==> src/rtl/pipeline_sum_accumulator_pkg.sv <==
// Shared types and default sizing for the pipelined sum accumulator.
package pipeline_sum_accumulator_pkg;

  typedef enum logic [1:0] {
    IDLE  = 2'd0,
    ACCUM = 2'd1,
    STALL = 2'd2
  } acc_state_t;

  localparam int DEF_SIZE      = 4;
  localparam int DEF_ACC_WIDTH = 16;
  localparam int DEF_TERMS     = 8;

endpackage

==> src/rtl/pipeline_sum_accumulator_counter.sv <==
// Per-frame operand counter; terminal flags that the next increment completes the frame.
module frame_term_counter
  import pipeline_sum_accumulator_pkg::*;
#(
  parameter int TERMS = DEF_TERMS
) (
  input  logic clk,
  input  logic reset,
  input  logic clear,
  input  logic inc,
  output logic terminal
);

  localparam int CW = $clog2(TERMS + 1);

  logic [CW-1:0] count;

  // clear together with inc restarts the count at one (first operand of a frame)
  always_ff @(posedge clk or posedge reset) begin
    if (reset) begin
      count <= '0;
    end else if (clear) begin
      count <= inc ? CW'(1) : '0;
    end else if (inc) begin
      count <= count + 1'b1;
    end
  end

  assign terminal = (count == CW'(TERMS - 1));

endmodule

==> src/rtl/pipeline_sum_accumulator.sv <==
// Accumulates TERMS operands {carry,sum} per frame and presents the total on a valid/ready output.
module pipeline_sum_accumulator
  import pipeline_sum_accumulator_pkg::*;
#(
  parameter int SIZE      = DEF_SIZE,
  parameter int ACC_WIDTH = DEF_ACC_WIDTH,
  parameter int TERMS     = DEF_TERMS
) (
  input  logic                 clk,
  input  logic                 reset,
  input  logic                 load,
  input  logic [SIZE-1:0]      sum,
  input  logic                 carry,
  output logic [ACC_WIDTH-1:0] result,
  output logic                 result_valid,
  input  logic                 result_ready,
  output logic                 result_overflow,
  output logic                 drop,
  output logic                 busy
);

  acc_state_t           state;
  logic [ACC_WIDTH-1:0] acc;
  logic                 acc_ovf;
  logic [ACC_WIDTH-1:0] operand;
  logic [ACC_WIDTH:0]   sum_wide;
  logic [ACC_WIDTH-1:0] acc_next;
  logic                 ovf_next;
  logic                 frame_done;
  logic                 cnt_clear;
  logic                 cnt_inc;
  logic                 terminal;
  logic                 transfer;
  logic                 out_free;

  assign operand  = ACC_WIDTH'({carry, sum});
  assign sum_wide = {1'b0, acc} + {1'b0, operand};
  assign transfer = result_valid && result_ready;
  assign out_free = !result_valid || result_ready;

  always_comb begin
    acc_next   = operand;
    ovf_next   = 1'b0;
    frame_done = 1'b0;
    cnt_clear  = 1'b0;
    cnt_inc    = 1'b0;
    case (state)
      IDLE: if (load) begin
        cnt_clear  = 1'b1;
        cnt_inc    = 1'b1;
        frame_done = (TERMS == 1);
      end
      ACCUM: if (load) begin
        acc_next   = sum_wide[ACC_WIDTH-1:0];
        ovf_next   = acc_ovf | sum_wide[ACC_WIDTH];
        frame_done = terminal;
        cnt_clear  = terminal;
        cnt_inc    = !terminal;
      end
      default: ;
    endcase
  end

  frame_term_counter #(.TERMS(TERMS)) u_counter (
    .clk      (clk),
    .reset    (reset),
    .clear    (cnt_clear),
    .inc      (cnt_inc),
    .terminal (terminal)
  );

  always_ff @(posedge clk or posedge reset) begin
    if (reset) begin
      state           <= IDLE;
      acc             <= '0;
      acc_ovf         <= 1'b0;
      result          <= '0;
      result_valid    <= 1'b0;
      result_overflow <= 1'b0;
    end else begin
      if (transfer) result_valid <= 1'b0;
      case (state)
        IDLE, ACCUM: if (load) begin
          acc     <= acc_next;
          acc_ovf <= ovf_next;
          if (!frame_done) begin
            state <= ACCUM;
          end else if (out_free) begin
            result          <= acc_next;
            result_overflow <= ovf_next;
            result_valid    <= 1'b1;
            state           <= IDLE;
          end else begin
            state <= STALL;
          end
        end
        STALL: if (transfer) begin
          result          <= acc;
          result_overflow <= acc_ovf;
          result_valid    <= 1'b1;
          state           <= IDLE;
        end
        default: state <= IDLE;
      endcase
    end
  end

  // Discard is visible in the cycle the rejected operand is presented
  assign drop = (state == STALL) && load;
  assign busy = (state != IDLE);

endmodule

==> config.mk <==
export PLATFORM = sky130hd
export DESIGN_NAME = pipeline_sum_accumulator
export DESIGN_NICKNAME = d
export VERILOG_FILES = /design/src/rtl/pipeline_sum_accumulator_pkg.sv /design/src/rtl/pipeline_sum_accumulator_counter.sv /design/src/rtl/pipeline_sum_accumulator.sv
export SDC_FILE = /design/constraint.sdc
export NUM_CORES = 1
export LEC_CHECK = 0
export BUFFER_PORTS_ARGS = -buffer_cell sky130_fd_sc_hd__buf_4
export CAP_MARGIN = 30
export CORE_ASPECT_RATIO = 1.25
export CORE_MARGIN = 2
export CORE_UTILIZATION = 45
export CTS_CLUSTER_DIAMETER = 80
export DETAILED_ROUTE_END_ITERATION = 6
export PLACE_DENSITY_LB_ADDON = 0.25
export SLEW_MARGIN = 20
export SYNTH_ARGS = -nofsm -noshare
export SYNTH_HDL_FRONTEND = slang
export SYNTH_SLANG_ARGS = --single-unit
==> constraint.sdc <==
create_clock -name clk -period 2 [get_ports clk]
set_clock_uncertainty 0.05 [all_clocks]
set_input_delay 0.5 -clock clk [delete_from_list [all_inputs] [get_ports clk]]
set_output_delay 0.5 -clock clk [all_outputs]
set_load 0.05 [all_outputs]
# After elaboration in Yosys (flattened, before gate mapping)

Index checks and enable logic that the tools add are counted.

Register bits after elaboration: 41
Latch bits: 0
Memory bits (writable): 0
Memory bits (read-only): 0
Output and inout bits: 20
Memories: 0

Add/sub/neg operators: 2
Multipliers: 0
Div/mod/pow operators: 0
Magnitude comparators: 0
Equal/unequal tests: 7
Shifts and indexed selects: 0
Muxes and demuxes: 32
Bitwise operators: 1
Reduce and logical (&&, ||, !) cells: 13

Operator list:

| kind                                                                  | number |
|---|---|
| 16-bit 2-to-1 mux                                                     | 5 |
| 16-bit one-hot mux with 2 select lines                                | 1 |
| 16-bit by 5-bit adder with 17-bit output                              | 1 |
| 1-bit 2-to-1 mux                                                      | 15 |
| 2-bit 2-to-1 mux                                                      | 4 |
| 4-bit 2-to-1 mux                                                      | 2 |
| 2-bit != test, second input constant                                  | 4 |
| 1-bit one-hot mux with 2 select lines                                 | 4 |
| 2-bit nonzero test                                                    | 3 |
| 5-bit AND reduction                                                   | 1 |
| 4-bit by 1-bit adder with 4-bit output, second input constant         | 1 |
| 4-bit by 3-bit equality test with 1-bit output, second input constant | 1 |
| 2-bit one-hot mux with 2 select lines                                 | 1 |
| 2-bit AND reduction                                                   | 2 |
| 2-bit by 1-bit equality test with 1-bit output, second input constant | 1 |
| 2-bit equality test, second input constant                            | 1 |
| 1-bit logical AND                                                     | 2 |
| 1-bit zero test                                                       | 2 |
| 2-bit zero test                                                       | 1 |
| 2-bit OR reduction                                                    | 1 |
| 1-bit logical OR                                                      | 1 |
| 1-bit bitwise OR                                                      | 1 |

# Logic depth before layout (Yosys ltp)

Depth in word-level cells: 7
Gate-level depth with buffers: 8
Gate-level depth less buffers: 7

# Modules after synthesis

Synthesis repeated with hierarchy kept, for this count alone.

Cells, all modules: 274
Area total of the unflattened synthesis: 2,511.2 µm²

By module, submodules not included:

| module                   | instances | cells each | area an instance (µm²) | seq. area each (µm²) |
|---|---|---|---|---|
| pipeline_sum_accumulator | 1         | 255        | 2,304.7                | 925.9 |
| frame_term_counter       | 1         | 19         | 206.4                  | 100.1 |

# Least setup slack after synthesis

OpenSTA, ideal clock, no wires.

Path type: input port to flip-flop
Start: in sum[0]
End: reg result[12]
Arrival time: 2.157 ns
Required time: 1.824 ns
Slack: -0.334 ns
Cell stages on the path: 8
Path through: ha_1 fa_1 a211oi_1 o21bai_2 buf_4 nand2_1 nor3_1 o32a_1

Word-level cells in the longest chain between the ends: 6

RTL lines:

| item                                     | line                           | RTL |
|---|---|---|
| start, declared                          | pipeline_sum_accumulator.sv:12 | `input logic [SIZE-1:0] sum,` |
| 16-bit by 5-bit adder with 17-bit output | pipeline_sum_accumulator.sv:37 | `assign sum_wide = {1'b0, acc} + {1'b0, operand};` |
| 16-bit 2-to-1 mux                        | pipeline_sum_accumulator.sv:47 | `case (state)` |
| 16-bit 2-to-1 mux                        | pipeline_sum_accumulator.sv:88 | `end else if (out_free) begin` |
| 16-bit 2-to-1 mux                        | pipeline_sum_accumulator.sv:86 | `if (!frame_done) begin` |
| 16-bit 2-to-1 mux                        | pipeline_sum_accumulator.sv:83 | `IDLE, ACCUM: if (load) begin` |
| 16-bit one-hot mux with 2 select lines   | pipeline_sum_accumulator.sv:82 | `case (state)` |
| end signal, assigned                     | pipeline_sum_accumulator.sv:89 | `result <= acc_next;` |
| end, declared                            | pipeline_sum_accumulator.sv:14 | `output logic [ACC_WIDTH-1:0] result,` |

Every way passes these cells. The select of a mux whose other input is x is not followed.
A chain may end at the register's enable or synchronous reset.

# Worst setup path after layout

Start: reg acc[0]
End: reg acc[14]

Word-level cells in the longest chain between the ends: 2

RTL lines:

| item                                     | line                           | RTL |
|---|---|---|
| start, declared                          | pipeline_sum_accumulator.sv:23 | `logic [ACC_WIDTH-1:0] acc;` |
| start signal, assigned                   | pipeline_sum_accumulator.sv:84 | `acc <= acc_next;` |
| 16-bit by 5-bit adder with 17-bit output | pipeline_sum_accumulator.sv:37 |  |
| 16-bit 2-to-1 mux                        | pipeline_sum_accumulator.sv:47 |  |

Every way passes these cells.

==> run summary <==
post-synthesis cell area: 2540 um^2
Final setup viols: 10
Post-Place Worst Slack: -328 ps
Num CTS Buffers: 5
fin crit share: 1.05
TritonCTS clock tree: done
drt total wl: 6340 um
Ant. Diodes: 0
share of the synthesized area in the top cell type: 0.405
count of different cell masters after synthesis: 52
reg2reg setup slack: -110 ps
M2 GR Usage: 0.375
Layout Cells excl Fill: 411
Max transition margin: 0.593
Hold Vio Cnt, Final: 0
Async SR Flop Fraction: 1.00
Sink Count: 41
die footprint: 6260 um^2
Syn. warnings: 0
share of post-route cells with drive strength above 1: 0.285
max-cap check violation count: 0
setup ws final: -109 ps
floorplan core area: 5440 um^2
RR Startpoint: acc[0]
Congestion Overflow GR: 0
initial drt markers: 119
global-route wire length before repair: 10500 um
Seq/Total Area, Yosys: 0.405
Via-to-Cell Ratio: 5.69
R2R cell count: 7
Post-Synthesis Cells: 299
syn_nets: 315
peak supply drop: 0.650 mV
Clock Latency Late Sink: 300 ps
Ports: 29
Synth top cells by count: dfrtp_1, nand2_1, o21ai_0
Max clock buf depth: 2
minimum clock period: 2110 ps
failing checks: setup timing
Leak: 0.00148 uW
Die Span X: 71.1 um
pin count of the biggest net entering global routing: 42
met3 GRT Util: 0.0334
Post-DP Area: 3020 um^2
Worst EP arrival: 2240 ps
row cnt: 30
routed vias: 2339
busiest grt layer: met2
antenna viol nets, final: 0
Root Driver: clkbuf_8
crit start category: register
Finished Cell Area: 3250 um^2
Avg Inst Size Synth: 8.48 um^2
status: finished with violations
CP max FO: 13
number of H-tree levels: 2
placer congestion estimate: 0.812
hold crit path type: in -> async
critical path class: reg -> reg
Die Ht: 87.9 um
global-route usage over all layers: 0.211
RSZ-0062 raised after global routing: yes
CTS clk-pin slew, worst paths: 90 ps
EDFF count, synth: 0
Placed Cells: 401
DRC violations left: 0
GR met1 Demand/Resource: 0.260
Most used DFF post-synth: dfrtp_1
FMAX: 474 MHz
Synth Register Bits: 41
Fill cells: 486
nets: 362
post-synth top area cell: dfrtp_1
Syn-to-layout area delta: 28.1%
Worst Path Required: 2130 ps
IO buf count: 28
initial antenna violation count: 0
vias in the first global route: 2274
Max Slew Vio Count: 0
power density cells: 1240 nW/um^2
crit path capture type: register
Slew @ Worst Pin: 610 ps
Initial Util: 0.466
placed wire-length estimate: 4360 um
FF-to-FF End: acc[14]
router iterations before antenna repair: 4
setup TNS: -549 ps
Routed wire per std cell: 15.4 um
top cells by area, synth: dfrtp_1, o21ai_0, nand2_1, a21oi_1, nor2_1
Worst Setup SP: acc[0]
==> cells by family after synthesis <==
| family | after synthesis | synth area share |
|---|---|---|
| XOR/XNOR | 3 | 0.0104 |
| AND/OR/NAND/NOR | 110 | 0.208 |
| flip-flops | 41 | 0.405 |
| adder cells (fa/ha/maj) | 7 | 0.0375 |
| multiplexers | 11 | 0.0454 |
| buffers and inverters | 27 | 0.0488 |
| AO/OA/AOI/OAI | 100 | 0.245 |
==> worst max-delay path, cell delays in order (launching register included) <==
cell and delay [ps]:
dfrtp_1 410, ha_4 180, fa_2 430, a211oi_4 290, o21bai_4 170, nand4_1 190, mux2i_1 200, o21ai_1 70
==> worst max path at each step <==
| stage | endpoint | slack (ps) |
|---|---|---|
| 2_1_floorplan | result[12] | -120 |
| 3_3_place_gp | result[12] | -300 |
| 3_5_place_dp | acc[14] | -330 |
| 4_1_cts | acc[14] | -80 |
| 5_1_grt | acc[14] | -160 |
| 6_report | acc[14] | -110 |
==> sequential cells by signal, summed over array words and instances, names as in the netlist <==
signal,flops
acc,16
result,16
u_counter.count,4
state,2
acc_ovf,1
result_overflow,1
result_valid,1
==> through the flow <==
step | power [uW] | hold slack (ps) | util
5_1_grt | 4310 | 249 | 0.597
2_1_floorplan | 2540 | 420 | -
4_1_cts | 3910 | 215 | 0.584
3_3_place_gp | 3080 | 418 | 0.555
6_report | 4040 | 211 | 0.597
3_5_place_dp | 3120 | 423 | 0.555
==> layout make-up <==
cell class              count  area (um^2)  share of cell area
multi-input cells         231         1510               0.466
flip-flops and latches     41         1030               0.316
clock buffers               5         68.8              0.0212
inverters                   6         22.5             0.00693
well taps                  64         80.1              0.0246
repair buffers             61          490               0.151
clock inverters             3         46.3              0.0142
==> routing by layer <==
metal	vias up	part of all wire
met5	-	0
met4	0	0.0099
met3	4	0.028
met2	47	0.51
met1	1123	0.45
li1	1165	-
==> what timing repair did <==
item,4_1_cts,5_1_grt
hold buffers,0,0
pin swaps,6,6
endpoints found under the setup margin,12,26
buffers inserted,1,1
gates resized for setup,9,17
==> power breakdown <==
group | internal, uW | leakage [uW] | switching [uW]
Combinational | 891 | 0.000894 | 1210
Sequential | 1060 | 0.000529 | 194
Clock | 374 | 0.0000543 | 312
Total | 2330 | 0.00148 | 1710
==> placed cells by master (no fill, tap or decap), drive strengths merged, types with 5 or more instances in the layout <==
master / netlist / layout
o21ai: 36 / 36
a21oi: 26 / 26
ha: 6 / 6
a31oi: 8 / 8
nand2: 41 / 41
buf: 12 / 61
clkbuf: 9 / 5
nor2: 26 / 26
nand3: 9 / 9
dfrtp: 41 / 41
and2: 5 / 5
nand4: 5 / 5
mux2i: 7 / 7
inv: 6 / 6
(Power assumes the default switching activity.)
